===== config.mk =====
export PLATFORM = sky130hd
export DESIGN_NAME = vga_scan_controller
export DESIGN_NICKNAME = d
export VERILOG_FILES = /design/src/rtl/vga_pkg.sv /design/src/rtl/vga_pix_ce_gen.sv /design/src/rtl/vga_scan_controller.sv
export SDC_FILE = /design/constraint.sdc
export NUM_CORES = 1
export LEC_CHECK = 0
export ABC_AREA = 1
export CORE_MARGIN = 2
export CORE_UTILIZATION = 40
export CTS_CLUSTER_SIZE = 25
export DETAILED_ROUTE_END_ITERATION = 8
export GPL_TIMING_DRIVEN = 0
export SYNTH_ARGS = -nofsm -noshare
export SYNTH_HDL_FRONTEND = slang
export SYNTH_HIERARCHICAL = 1
export SYNTH_SLANG_ARGS = --single-unit

===== constraint.sdc =====
create_clock -name clk -period 2.1 [get_ports clk]
set_clock_uncertainty 0.15 [all_clocks]
set_input_delay 0.42 -clock clk [delete_from_list [all_inputs] [get_ports clk]]
set_output_delay 0.42 -clock clk [all_outputs]
set_load 0.02 [all_outputs]

===== src/rtl/vga_pkg.sv =====
// vga_pkg: default 640x480@60 timing constants, colour types and sync polarity helpers
package vga_pkg;

    localparam int CLK_DIV_DEF  = 5;
    localparam int H_ACTIVE_DEF = 640;
    localparam int H_FP_DEF     = 16;
    localparam int H_SYNC_DEF   = 96;
    localparam int H_BP_DEF     = 48;
    localparam int V_ACTIVE_DEF = 480;
    localparam int V_FP_DEF     = 10;
    localparam int V_SYNC_DEF   = 2;
    localparam int V_BP_DEF     = 33;
    localparam int H_TOTAL_DEF  = H_ACTIVE_DEF + H_FP_DEF + H_SYNC_DEF + H_BP_DEF;
    localparam int V_TOTAL_DEF  = V_ACTIVE_DEF + V_FP_DEF + V_SYNC_DEF + V_BP_DEF;

    localparam int RGB_W = 12;
    localparam logic [RGB_W-1:0] UNDERRUN_RGB_DEF = 12'hF0F;

    // 1 = sync pulses are active-low, so the idle level of HS/VS equals this bit
    localparam logic SYNC_NEG_DEF = 1'b1;

    typedef struct packed {
        logic [3:0] r;
        logic [3:0] g;
        logic [3:0] b;
    } rgb444_t;

    typedef enum logic [1:0] {
        ST_IDLE,
        ST_REQ,
        ST_HAVE
    } req_state_e;

    // Pin level of a sync output given whether the pulse is active
    function automatic logic sync_level(input logic active, input logic neg);
        return active ^ neg;
    endfunction

endpackage


===== src/rtl/vga_pix_ce_gen.sv =====
// vga_pix_ce_gen: board-clock divider producing a one-clk pixel enable, held at origin while en is low
module vga_pix_ce_gen #(
    parameter int CLK_DIV = 5
) (
    input  logic clk,
    input  logic rst,
    input  logic en,
    output logic pix_ce
);

    localparam int DW = $clog2(CLK_DIV);
    localparam logic [DW-1:0] DIV_LAST = DW'(CLK_DIV - 1);

    logic [DW-1:0] div_q, div_d;

    assign pix_ce = en && (div_q == DIV_LAST);

    // Count 0..CLK_DIV-1, restart from 0 whenever the scan is disabled
    always_comb begin
        div_d = (!en || div_q == DIV_LAST) ? '0 : div_q + 1'b1;
    end

    // Divider state
    always_ff @(posedge clk or posedge rst) begin
        if (rst) div_q <= '0;
        else     div_q <= div_d;
    end

endmodule


===== src/rtl/vga_scan_controller.sv =====
// vga_scan_controller: VGA scan timing, pixel request handshake and registered 12-bit RGB/sync outputs
module vga_scan_controller
    import vga_pkg::*;
#(
    parameter int CLK_DIV  = CLK_DIV_DEF,
    parameter int H_ACTIVE = H_ACTIVE_DEF,
    parameter int H_FP     = H_FP_DEF,
    parameter int H_SYNC   = H_SYNC_DEF,
    parameter int H_BP     = H_BP_DEF,
    parameter int V_ACTIVE = V_ACTIVE_DEF,
    parameter int V_FP     = V_FP_DEF,
    parameter int V_SYNC   = V_SYNC_DEF,
    parameter int V_BP     = V_BP_DEF,
    parameter logic SYNC_NEG = SYNC_NEG_DEF,
    parameter logic [RGB_W-1:0] UNDERRUN_RGB = UNDERRUN_RGB_DEF
) (
    input  logic             clk,
    input  logic             rst,
    input  logic             en,
    output logic             req_valid,
    output logic [9:0]       req_x,
    output logic [9:0]       req_y,
    input  logic             req_ready,
    input  logic [RGB_W-1:0] req_rgb,
    output logic [3:0]       r,
    output logic [3:0]       g,
    output logic [3:0]       b,
    output logic             HS,
    output logic             VS,
    output logic             frame_start,
    output logic             underrun,
    input  logic             underrun_clr
);

    localparam int H_TOTAL = H_ACTIVE + H_FP + H_SYNC + H_BP;
    localparam int V_TOTAL = V_ACTIVE + V_FP + V_SYNC + V_BP;
    localparam logic [9:0] H_LAST = 10'(H_TOTAL - 1);
    localparam logic [9:0] V_LAST = 10'(V_TOTAL - 1);
    localparam logic [9:0] H_ACT  = 10'(H_ACTIVE);
    localparam logic [9:0] V_ACT  = 10'(V_ACTIVE);
    localparam logic [9:0] HS_LO  = 10'(H_ACTIVE + H_FP);
    localparam logic [9:0] HS_HI  = 10'(H_ACTIVE + H_FP + H_SYNC);
    localparam logic [9:0] VS_LO  = 10'(V_ACTIVE + V_FP);
    localparam logic [9:0] VS_HI  = 10'(V_ACTIVE + V_FP + V_SYNC);

    logic       pix_ce;
    logic       act, hs_fire, miss;
    logic [9:0] h_q, h_d, v_q, v_d;
    req_state_e state_q, state_d;
    rgb444_t    lat_q, lat_d, rgb_q, rgb_d;
    logic       hs_q, hs_d, vs_q, vs_d, fs_q, fs_d, und_q, und_d;

    vga_pix_ce_gen #(.CLK_DIV(CLK_DIV)) u_ce (
        .clk    (clk),
        .rst    (rst),
        .en     (en),
        .pix_ce (pix_ce)
    );

    assign req_valid   = (state_q == ST_REQ);
    assign req_x       = h_q;
    assign req_y       = v_q;
    assign {r, g, b}   = rgb_q;
    assign HS          = hs_q;
    assign VS          = vs_q;
    assign frame_start = fs_q;
    assign underrun    = und_q;

    // Scan advance, request FSM and output stage; outputs always describe the pixel the counters held at the last pix_ce
    always_comb begin
        act     = (h_q < H_ACT) && (v_q < V_ACT);
        hs_fire = (state_q == ST_REQ) && req_ready;
        h_d     = h_q;
        v_d     = v_q;
        state_d = state_q;
        lat_d   = lat_q;
        rgb_d   = rgb_q;
        hs_d    = hs_q;
        vs_d    = vs_q;
        fs_d    = 1'b0;
        miss    = 1'b0;
        if (!en) begin
            h_d     = '0;
            v_d     = '0;
            state_d = ST_IDLE;
            rgb_d   = '0;
            hs_d    = SYNC_NEG;
            vs_d    = SYNC_NEG;
        end else if (pix_ce) begin
            h_d     = (h_q == H_LAST) ? '0 : h_q + 10'd1;
            v_d     = (h_q != H_LAST) ? v_q : (v_q == V_LAST) ? '0 : v_q + 10'd1;
            state_d = ST_IDLE;
            miss    = act && (state_q != ST_HAVE) && !hs_fire;
            rgb_d   = !act ? '0 :
                      (state_q == ST_HAVE) ? lat_q :
                      hs_fire ? rgb444_t'(req_rgb) : rgb444_t'(UNDERRUN_RGB);
            hs_d    = sync_level((h_q >= HS_LO) && (h_q < HS_HI), SYNC_NEG);
            vs_d    = sync_level((v_q >= VS_LO) && (v_q < VS_HI), SYNC_NEG);
            fs_d    = (h_q == H_LAST) && (v_q == V_LAST);
        end else if (state_q == ST_IDLE && act) begin
            state_d = ST_REQ;
        end else if (hs_fire) begin
            state_d = ST_HAVE;
            lat_d   = rgb444_t'(req_rgb);
        end
        und_d = miss || (und_q && !underrun_clr);
    end

    // All scan, handshake and output registers
    always_ff @(posedge clk or posedge rst) begin
        if (rst) begin
            h_q     <= '0;
            v_q     <= '0;
            state_q <= ST_IDLE;
            lat_q   <= '0;
            rgb_q   <= '0;
            hs_q    <= SYNC_NEG;
            vs_q    <= SYNC_NEG;
            fs_q    <= 1'b0;
            und_q   <= 1'b0;
        end else begin
            h_q     <= h_d;
            v_q     <= v_d;
            state_q <= state_d;
            lat_q   <= lat_d;
            rgb_q   <= rgb_d;
            hs_q    <= hs_d;
            vs_q    <= vs_d;
            fs_q    <= fs_d;
            und_q   <= und_d;
        end
    end

endmodule


# Yosys cells after proc, flatten, opt, wreduce, memory -nomap -nowiden
# Cells that the tools add are included.
[word_totals]
wordCells = 80
reg_bits = 53
output_inout_bits = 37
[classes]
mux = 25
addsub = 3
eq_ne = 10
n_reduce_logical = 18
bitwise_logic = 4
n_lt_le_gt_ge = 6
[op_table]
columns = ["op", "n"]
rows = [
  ["$mux W10", 7],
  ["$mux W12", 5],
  ["$add A10 B1 Y10 const B", 2],
  ["$eq A10 B10 Y1 const B", 2],
  ["$lt A10 B10 Y1 const B", 2],
  ["$lt A10 B9 Y1 const B", 2],
  ["$ge A10 B10 Y1 const B", 1],
  ["$ge A10 B9 Y1 const B", 1],
  ["$logic_and A1 B1 Y1", 10],
  ["$ne A10 B10 Y1 const B", 1],
  ["$mux W1", 8],
  ["$mux W2", 4],
  ["$ne A2 B2 Y1 const B", 2],
  ["$ne A4 B1 Y1 const B", 1],
  ["$not A1 Y1", 4],
  ["$reduce_and A4 Y1", 1],
  ["$add A3 B1 Y3 const B", 1],
  ["$eq A3 B3 Y1 const B", 1],
  ["$logic_not A1 Y1", 3],
  ["$mux W3", 1],
  ["$eq A2 B1 Y1 const B", 1],
  ["$eq A2 B2 Y1 const B", 1],
  ["$logic_not A2 Y1", 1],
  ["$logic_or A1 B1 Y1", 2],
  ["2 further kinds", 2],
]

# Depth between registers and ports, before layout
# Gate-level depths: netlist of run 1.
[depth]
word_depth = 7
ltp_mapped = 12
mapped_depth_nobuf = 12

# By module
# Netlist of run 1, hierarchy kept.
[by_module_without_submodules]
columns = ["module", "instances", "area_per_inst_um2", "cells_per_inst", "seq_area_each_um2"]
rows = [
  ["vga_scan_controller", 1, 2508.7, 297, 1253.7],
  ["vga_pix_ce_gen", 1, 165.2, 21, 75.1],
]

# Worst setup path after synthesis of run 1
# No wires, ideal clock.
[synth_timing]
path_type = "register to register"
start = "register u_ce.div_q[0]"
end = "register h_q[6], in the netlist req_x[6]"
setup_slack_ns = 0.256
period_less_slack_ns = 1.844
arrival_ns = 1.577
t_required_ns = 1.833
path_stages_with_launch = 13
path_cell_list = "dfrtp_1 -> inv_1 -> ha_1 -> nand2_1 -> nor2_1 -> inv_1 -> nand2_4 -> inv_2 -> buf_2 -> nor4_1 -> nand3_1 -> nand2_1 -> nor2_1"
[synth_via]
elab_chain_len = 3
[synth_rtl]
columns = ["item", "line", "text"]
rows = [
  ["start, declared", "vga_pix_ce_gen.sv:14", "logic [DW-1:0] div_q, div_d;"],
  ["start signal, assigned", "vga_pix_ce_gen.sv:26", "else div_q <= div_d;"],
  ["$eq A3 B3 Y1", "vga_pix_ce_gen.sv:16", "assign pix_ce = en && (div_q == DIV_LAST);"],
  ["$logic_and A1 B1 Y1", "vga_pix_ce_gen.sv:16", ""],
  ["net pix_ce", "vga_scan_controller.sv:46", "logic pix_ce;"],
  ["$ne A2 B1 Y1 (no line)", "--", ""],
  ["end signal, assigned", "vga_scan_controller.sv:112", "h_q <= '0;"],
  ["end signal, assigned", "vga_scan_controller.sv:122", "h_q <= h_d;"],
  ["end, declared", "vga_scan_controller.sv:48", "logic [9:0] h_q, h_d, v_q, v_d;"],
]
# The timed path passes the listed nets, and every way through them passes these cells.
# A chain may end at the register's enable or synchronous reset.

# Worst setup path in the final report of run 1
[layout_timing]
start = "register hs_q, in the netlist HS"
end = "output HS"
[layout_lines]
columns = ["item", "line", "text"]
rows = [
  ["start, declared", "vga_scan_controller.sv:51", "logic hs_q, hs_d, vs_q, vs_d, fs_q, fs_d, und_q, und_d;"],
  ["start signal, assigned", "vga_scan_controller.sv:127", "hs_q <= hs_d;"],
  ["end, declared", "vga_scan_controller.sv:28", "output logic HS,"],
]
# No word-level cell between the ends.

==> results.py, run 1 <==
metrics = {
    "pwr": {
        "power.leakage_nw": 1.586,
        "p_clk_share_pct": 32.4,
        "vdd_ir_drop_max_uv": 319.2,
        "internal_power_mw": 1.672,
        "p_sw_uw": 560.4,
        "swShare_pct": 25.11,
        "pwr-share-seq_pct": 53.0,
        "power_density_nw_per_um2": 640.3,
        "combPwrFrac_pct": 14.6,
    },
    "timing": {
        "relSlewSlack_pct": 64.66,
        "hold_ws_ns": 0.1727,
        "setup_viol_count_final": 0,
        "fmax_mhz": 495.2,
        "finalSetupTns_ns": 0,
        "timing.final.ws_setup_ns": 0.08054,
        "finalHoldViolCount": 0,
        "grt_setup_unrepaired": "true",
        "fin_crit_sh_pct": 96.16,
        "maxSlewViolCount": 0,
        "worst_pin_slew_ns": 0.5302,
        "period_needed_ns": 2.019,
    },
    "global_routing": {
        "grt_start_max_net_pins": 30,
        "grt_pass1_vias": 2328,
        "antenna_found_initial": 0,
        "grt-ovfl-total": 0,
        "track_usage_pct": 18.55,
        "grt_pass1_wl_mm": 10.85,
    },
    "cells_and_area": {
        "nets": 404,
        "final_cell_area_um2": 3486,
        "syn2layout_area_growth_pct": 30.37,
        "drive_gt1_share_pct": 10.47,
        "layout.cells.non_filler": 459,
        "antenna_cells": 0,
    },
    "die": {
        "die_w_um": 85.76,
        "coreArea_um2": 6422,
        "die_height_um": 85.76,
        "ios": 54,
        "initial_core_util_pct": 41.63,
        "fp.dieArea_um2": 7355,
        "rows": 29,
    },
    "yosys": {
        "yosysSeqAreaShare_pct": 49.70,
        "yosysMostFrequentCell": "nand2_1",
        "syn_nets": 341,
        "yosysUniqueCellTypes": 32,
        "synth_ff_type": "dfrtp_1",
        "synth_top_area_cell": "dfrtp_1",
        "postSynthCellCount": 318,
        "synthTopCellsByCount": "74 x nand2_1, 51 x dfrtp_1, 41 x inv_1",
        "ys_seq_elements": 53,
        "synth_top_area_share_pct": 47.73,
        "syn_area_um2": 2674,
        "async_flop_share_pct": 100.0,
        "synthTopCellsByArea": "dfrtp_1 48%, nand2_1 10%, inv_1 5.8%",
        "avgSynthCellArea_um2": 8.408,
        "synth-edff-count": 0,
        "synth_warnings": 6,
    },
    "job": {
        "drv_cap": 0,
    },
    "setup_path": {
        "slowest_delay_ns": 0.60,
        "worstSetupStartpointType": "register",
        "worstPathMaxFanout": 2,
        "worstPathRequired_ns": 1.53,
        "crit_slowest_cell": "clkdlybuf4s50_1",
        "critPathKind": "reg2out",
        "worst_path_dominant_cell_family": "buffers and inverters",
        "path_cells": "clkdlybuf4s50_1",
        "cp.arrival_ns": 1.45,
        "critPathBufInv": 1,
        "cp-end-kind": "output port",
    },
    "cts": {
        "cts_buffers": 5,
        "cts_root_buf": "clkbuf_8",
        "cts_sinks": 53,
        "ctsHoldBuffers": 0,
        "clk_pin_slew_ns": 0.10,
        "cts_max_level": 2,
        "cts.path.max_buffers": 2,
        "clk_latency_ns": 0.30,
        "cts_tree": "done",
    },
    "placement": {
        "place_ws_ns": -0.6326,
        "place_area_um2": 3321,
        "portBuffers": 53,
        "dp.cells": 449,
        "gp_congestion": 0.9100,
        "hpwl_mm": 4.671,
    },
    "min_path": {
        "hp-class": "in2async",
    },
    "routing": {
        "num_vias": 2382,
        "drtIter0Drc": 104,
        "drc": 4,
        "viasPerCell": 5.190,
        "totalWireLength_mm": 6.369,
        "avgRoutedWirePerCell_um": 13.88,
        "first_pass_iters": 7,
        "ant_nets": 0,
    },
    "outcome": {
        "violations": "design-rule violations",
        "status": "finished with violations",
    },
}
-- sequential cells by signal (all words and copies together) (netlist names) --
| register | cells |
|---|---|
| req_x | 10 |
| lat_q | 12 |
| VS | 1 |
| r | 4 |
| req_y | 10 |
| underrun | 1 |
| b | 4 |
| HS | 1 |
| state_q | 2 |
| frame_start | 1 |
| u_ce/div_q | 3 |
| g | 4 |
-- layout make-up --
type | instances | area [um^2]
Fill cell | 613 | 2937
Sequential cell | 53 | 1329
Multi-Input combinational cell | 216 | 1174
Timing Repair Buffer | 56 | 563.0
Inverter | 42 | 157.7
Tap cell | 77 | 96.34
Clock buffer | 6 | 82.58
Buffer | 7 | 46.29
Clock inverter | 2 | 37.54
-- power groups by stage --
stage | Clock (mW) | Combinational (mW) | Sequential, mW
floorplan | 0 | 0.203 | 1.20
global placement | 0 | 0.313 | 1.20
detailed placement | 0 | 0.327 | 1.20
CTS | 0.748 | 0.324 | 1.18
global route | 0.786 | 0.365 | 1.20
finish | 0.724 | 0.325 | 1.18
-- cell families after synthesis --
logic type      count (synthesis)  share of synthesized area, %
compound gates                 47                         9.733
fa+ha+maj                       6                         2.808
flops                          53                         49.70
simple gates                  152                         25.83
mux                             8                         3.510
xor+xnor                        3                        0.9829
buf+inv                        49                         7.440
-- cell usage in the layout, fill, tap and decap left out, types with 2 or more instances in the layout --
cell,n
a21oi_1,5
buf_4,5
clkbuf_1,2
clkbuf_8,6
clkdlybuf4s50_1,51
dfrtp_1,51
dfstp_2,2
dlygate4sd2_1,2
ha_1,6
inv_1,40
inv_2,2
mux2_2,7
nand2_1,72
nand2_2,3
nand3_1,21
nand4_1,13
nor2_1,26
nor2_2,3
nor3_1,6
nor3b_1,2
o21ai_0,28
o22ai_1,10
xor2_1,3
-- worst paths after layout --
check	from	end	slack [ns]	cells after the start
min	rst	u_ce/div_q[0]	0.17	2
max	HS	HS	0.08	1
max in group asynchronous	rst	VS	0.89	3
max reg2reg	u_ce/div_q[0]	req_x[6]	0.15	12
min reg2reg	u_ce/div_q[0]	u_ce/div_q[0]	0.32	1
min in group clk	u_ce/div_q[0]	u_ce/div_q[0]	0.32	1
-- layer usage --
layer,part of all wire [%],track usage [%]
met1,47,24.37
met2,48,31.32
met3,4.0,3.946
met4,0.63,4.762
met5,0,0
-- per-stage QoR --
step | power (mW) | utilization (%)
2_1_floorplan | 1.405 | -
3_3_place_gp | 1.511 | 51.39
3_5_place_dp | 1.529 | 51.70
4_1_cts | 2.255 | 53.67
5_1_grt | 2.348 | 54.28
6_report | 2.232 | 54.28
-- what timing repair did --
item / in CTS / in global routing
pin swaps: 0 / 0
gates resized for setup: 4 / 8
setup buffers: 0 / 2
setup endpoints to repair: 26 / 16
Note: power is estimated with default switching activity, not from simulation.
==> inputs of run 2 (changes only) <==
--- a/config.mk
+++ b/config.mk
@@ -7,7 +7,7 @@
 export LEC_CHECK = 0
 export ABC_AREA = 1
 export CORE_MARGIN = 2
-export CORE_UTILIZATION = 40
+export CORE_UTILIZATION = 25
 export CTS_CLUSTER_SIZE = 25
 export DETAILED_ROUTE_END_ITERATION = 8
 export GPL_TIMING_DRIVEN = 0
==> results.py, run 2 (synthesis results as in run 1) <==
metrics = {
    "setup_path": {
        "timing.rr.start": "u_ce/div_q[0]",
        "worst_path_dominant_cell_family": "buffers and inverters",
        "startpoint": "HS",
        "slowest_delay_ns": 0.59,
        "cp.arrival_ns": 1.44,
        "reg2reg_to": "b[3]",
        "cp-end-kind": "output port",
        "path_cells": "clkdlybuf4s50_1",
        "worst-path-stages": 1,
        "cp-endpoint": "HS",
        "worstPathMaxFanout": 2,
        "critPathBufInv": 1,
        "rrSetupSlack_ns": 0.13,
        "r2r_cells": 11,
        "critPathKind": "reg2out",
        "crit_slowest_cell": "clkdlybuf4s50_1",
        "worstSetupStartpointType": "register",
        "worstPathRequired_ns": 1.53,
    },
    "cells_and_area": {
        "top_register": "lat_q",
        "drive_gt1_share_pct": 10.70,
        "final_common_cell": "nand2_1",
        "nets": 405,
        "largest_reg_flops": 12,
        "syn2layout_area_growth_pct": 32.90,
        "mostFrequentLayoutCells": "72 x nand2_1, 51 x dfrtp_1, 51 x clkdlybuf4s50_1, 40 x inv_1, 28 x o21ai_0",
        "nFillCells": 1105,
        "antenna_cells": 0,
        "final_cell_area_um2": 3553,
    },
    "cts": {
        "cts_sinks": 53,
        "clk_pin_slew_ns": 0.10,
        "cts.path.max_buffers": 2,
        "cts_buffers": 5,
        "clk_latency_ns": 0.30,
        "cts_tree": "done",
        "cts_root_buf": "clkbuf_8",
        "cts_max_level": 2,
    },
    "min_path": {
        "hp-class": "in2async",
    },
    "placement": {
        "portBuffers": 53,
        "gp_congestion": 0.8601,
        "hpwl_mm": 5.031,
        "place_ws_ns": -0.5171,
        "place_area_um2": 3395,
    },
    "timing": {
        "fin_crit_sh_pct": 95.74,
        "maxSlewViolCount": 0,
        "relSlewSlack_pct": 67.24,
        "hold_ws_ns": 0.1917,
        "fmax_mhz": 497.4,
        "worst_pin_slew_ns": 0.4915,
        "timing.final.ws_setup_ns": 0.08937,
        "setup_viol_count_final": 0,
        "period_needed_ns": 2.011,
        "finalHoldViolCount": 0,
    },
    "global_routing": {
        "grt-ovfl-total": 0,
        "grt_pass1_wl_mm": 11.41,
        "grt_start_max_net_pins": 41,
        "antenna_found_initial": 0,
        "grt_pass1_vias": 2200,
        "track_usage_pct": 12.23,
    },
    "pwr": {
        "power_density_nw_per_um2": 602.9,
        "vdd_ir_drop_max_uv": 287.4,
        "power_mw": 2.142,
        "power.leakage_nw": 1.592,
    },
    "die": {
        "coreArea_um2": 10370,
        "die_height_um": 107.4,
        "initial_core_util_pct": 25.78,
        "ios": 54,
        "die_w_um": 107.4,
        "rows": 37,
        "fp.dieArea_um2": 11540,
    },
    "outcome": {
        "status": "completed",
    },
    "routing": {
        "viasPerCell": 4.566,
        "drtIter0Drc": 106,
        "num_vias": 2370,
        "totalWireLength_mm": 6.821,
        "ant_nets": 0,
        "first_pass_iters": 5,
        "avgRoutedWirePerCell_um": 13.14,
        "drc": 0,
    },
    "job": {
        "drv_cap": 0,
    },
}
==> run 2: cell count changes in the layout (fill, tap and decap cells not counted) <==
cell / delta
nor2_4: -1
clkbuf_8: +1
clkinvlp_4: -1
bufinv_16: -1
clkinv_2: +1
buf_12: +1
buf_4: -2
nor2_2: +1
clkbuf_4: +1
buf_2: +1
==> run 2: layout make-up <==
class / count / area, um^2 / area share (%)
flip-flops and latches: 53 / 1329 / 37.39
well taps: 136 / 170.2 / 4.789
repair buffers: 57 / 583.1 / 16.41
clock buffers: 7 / 96.34 / 2.711
clock inverters: 1 / 5.005 / 0.1408
multi-input cells: 216 / 1169 / 32.89
inverters: 42 / 157.7 / 4.437
plain buffers: 7 / 43.79 / 1.232
==> run 2: metal layers <==
| metal | GRT usage [%] | vias to the layer above | wire, um |
|---|---|---|---|
| li1 | - | 1176 | - |
| met5 | 0 | - | 0 |
| met3 | 2.361 | 6 | 381 |
| met1 | 17.41 | 1116 | 3242 |
| met4 | 2.198 | 0 | 58 |
| met2 | 19.53 | 72 | 3139 |
==> run 2: power by group <==
part	switching, mW	total (mW)	leakage (nW)	internal, mW
combinational	0.168	0.327	0.831	0.159
sequential	0.0561	1.18	0.706	1.13
clock	0.333	0.632	0.0542	0.299
==> run 2: stage by stage <==
| stage | setup TNS (ns) | util, % | cells |
|---|---|---|---|
| floorplan | 0 | - | 318 |
| global placement | -48.86 | 32.54 | 507 |
| detailed placement | -12.18 | 32.73 | 508 |
| CTS | 0 | 33.75 | 516 |
| global route | -0.05342 | 34.27 | 519 |
| finish | 0 | 34.27 | 519 |
==> run 2: timing repair <==
item | CTS | global route
hold buffers | 0 | 0
pin swaps | 0 | 1
endpoints found under the setup margin | 16 | 21
resized for setup | 3 | 5
buffers inserted | 0 | 3
==> run 2: how the worst min path moves through the flow <==
stage | from | end | slack, ns | cells after the start
after CTS | rst | u_ce/div_q[0] | 0.19 | 2
after floorplan | rst | u_ce/div_q[0] | 0.02 | 1
after global routing | rst | u_ce/div_q[0] | 0.20 | 2
after global placement | u_ce/div_q[0] | u_ce/div_q[0] | 0.29 | 1
final | rst | u_ce/div_q[0] | 0.19 | 2
after detailed placement | u_ce/div_q[0] | u_ce/div_q[0] | 0.31 | 1
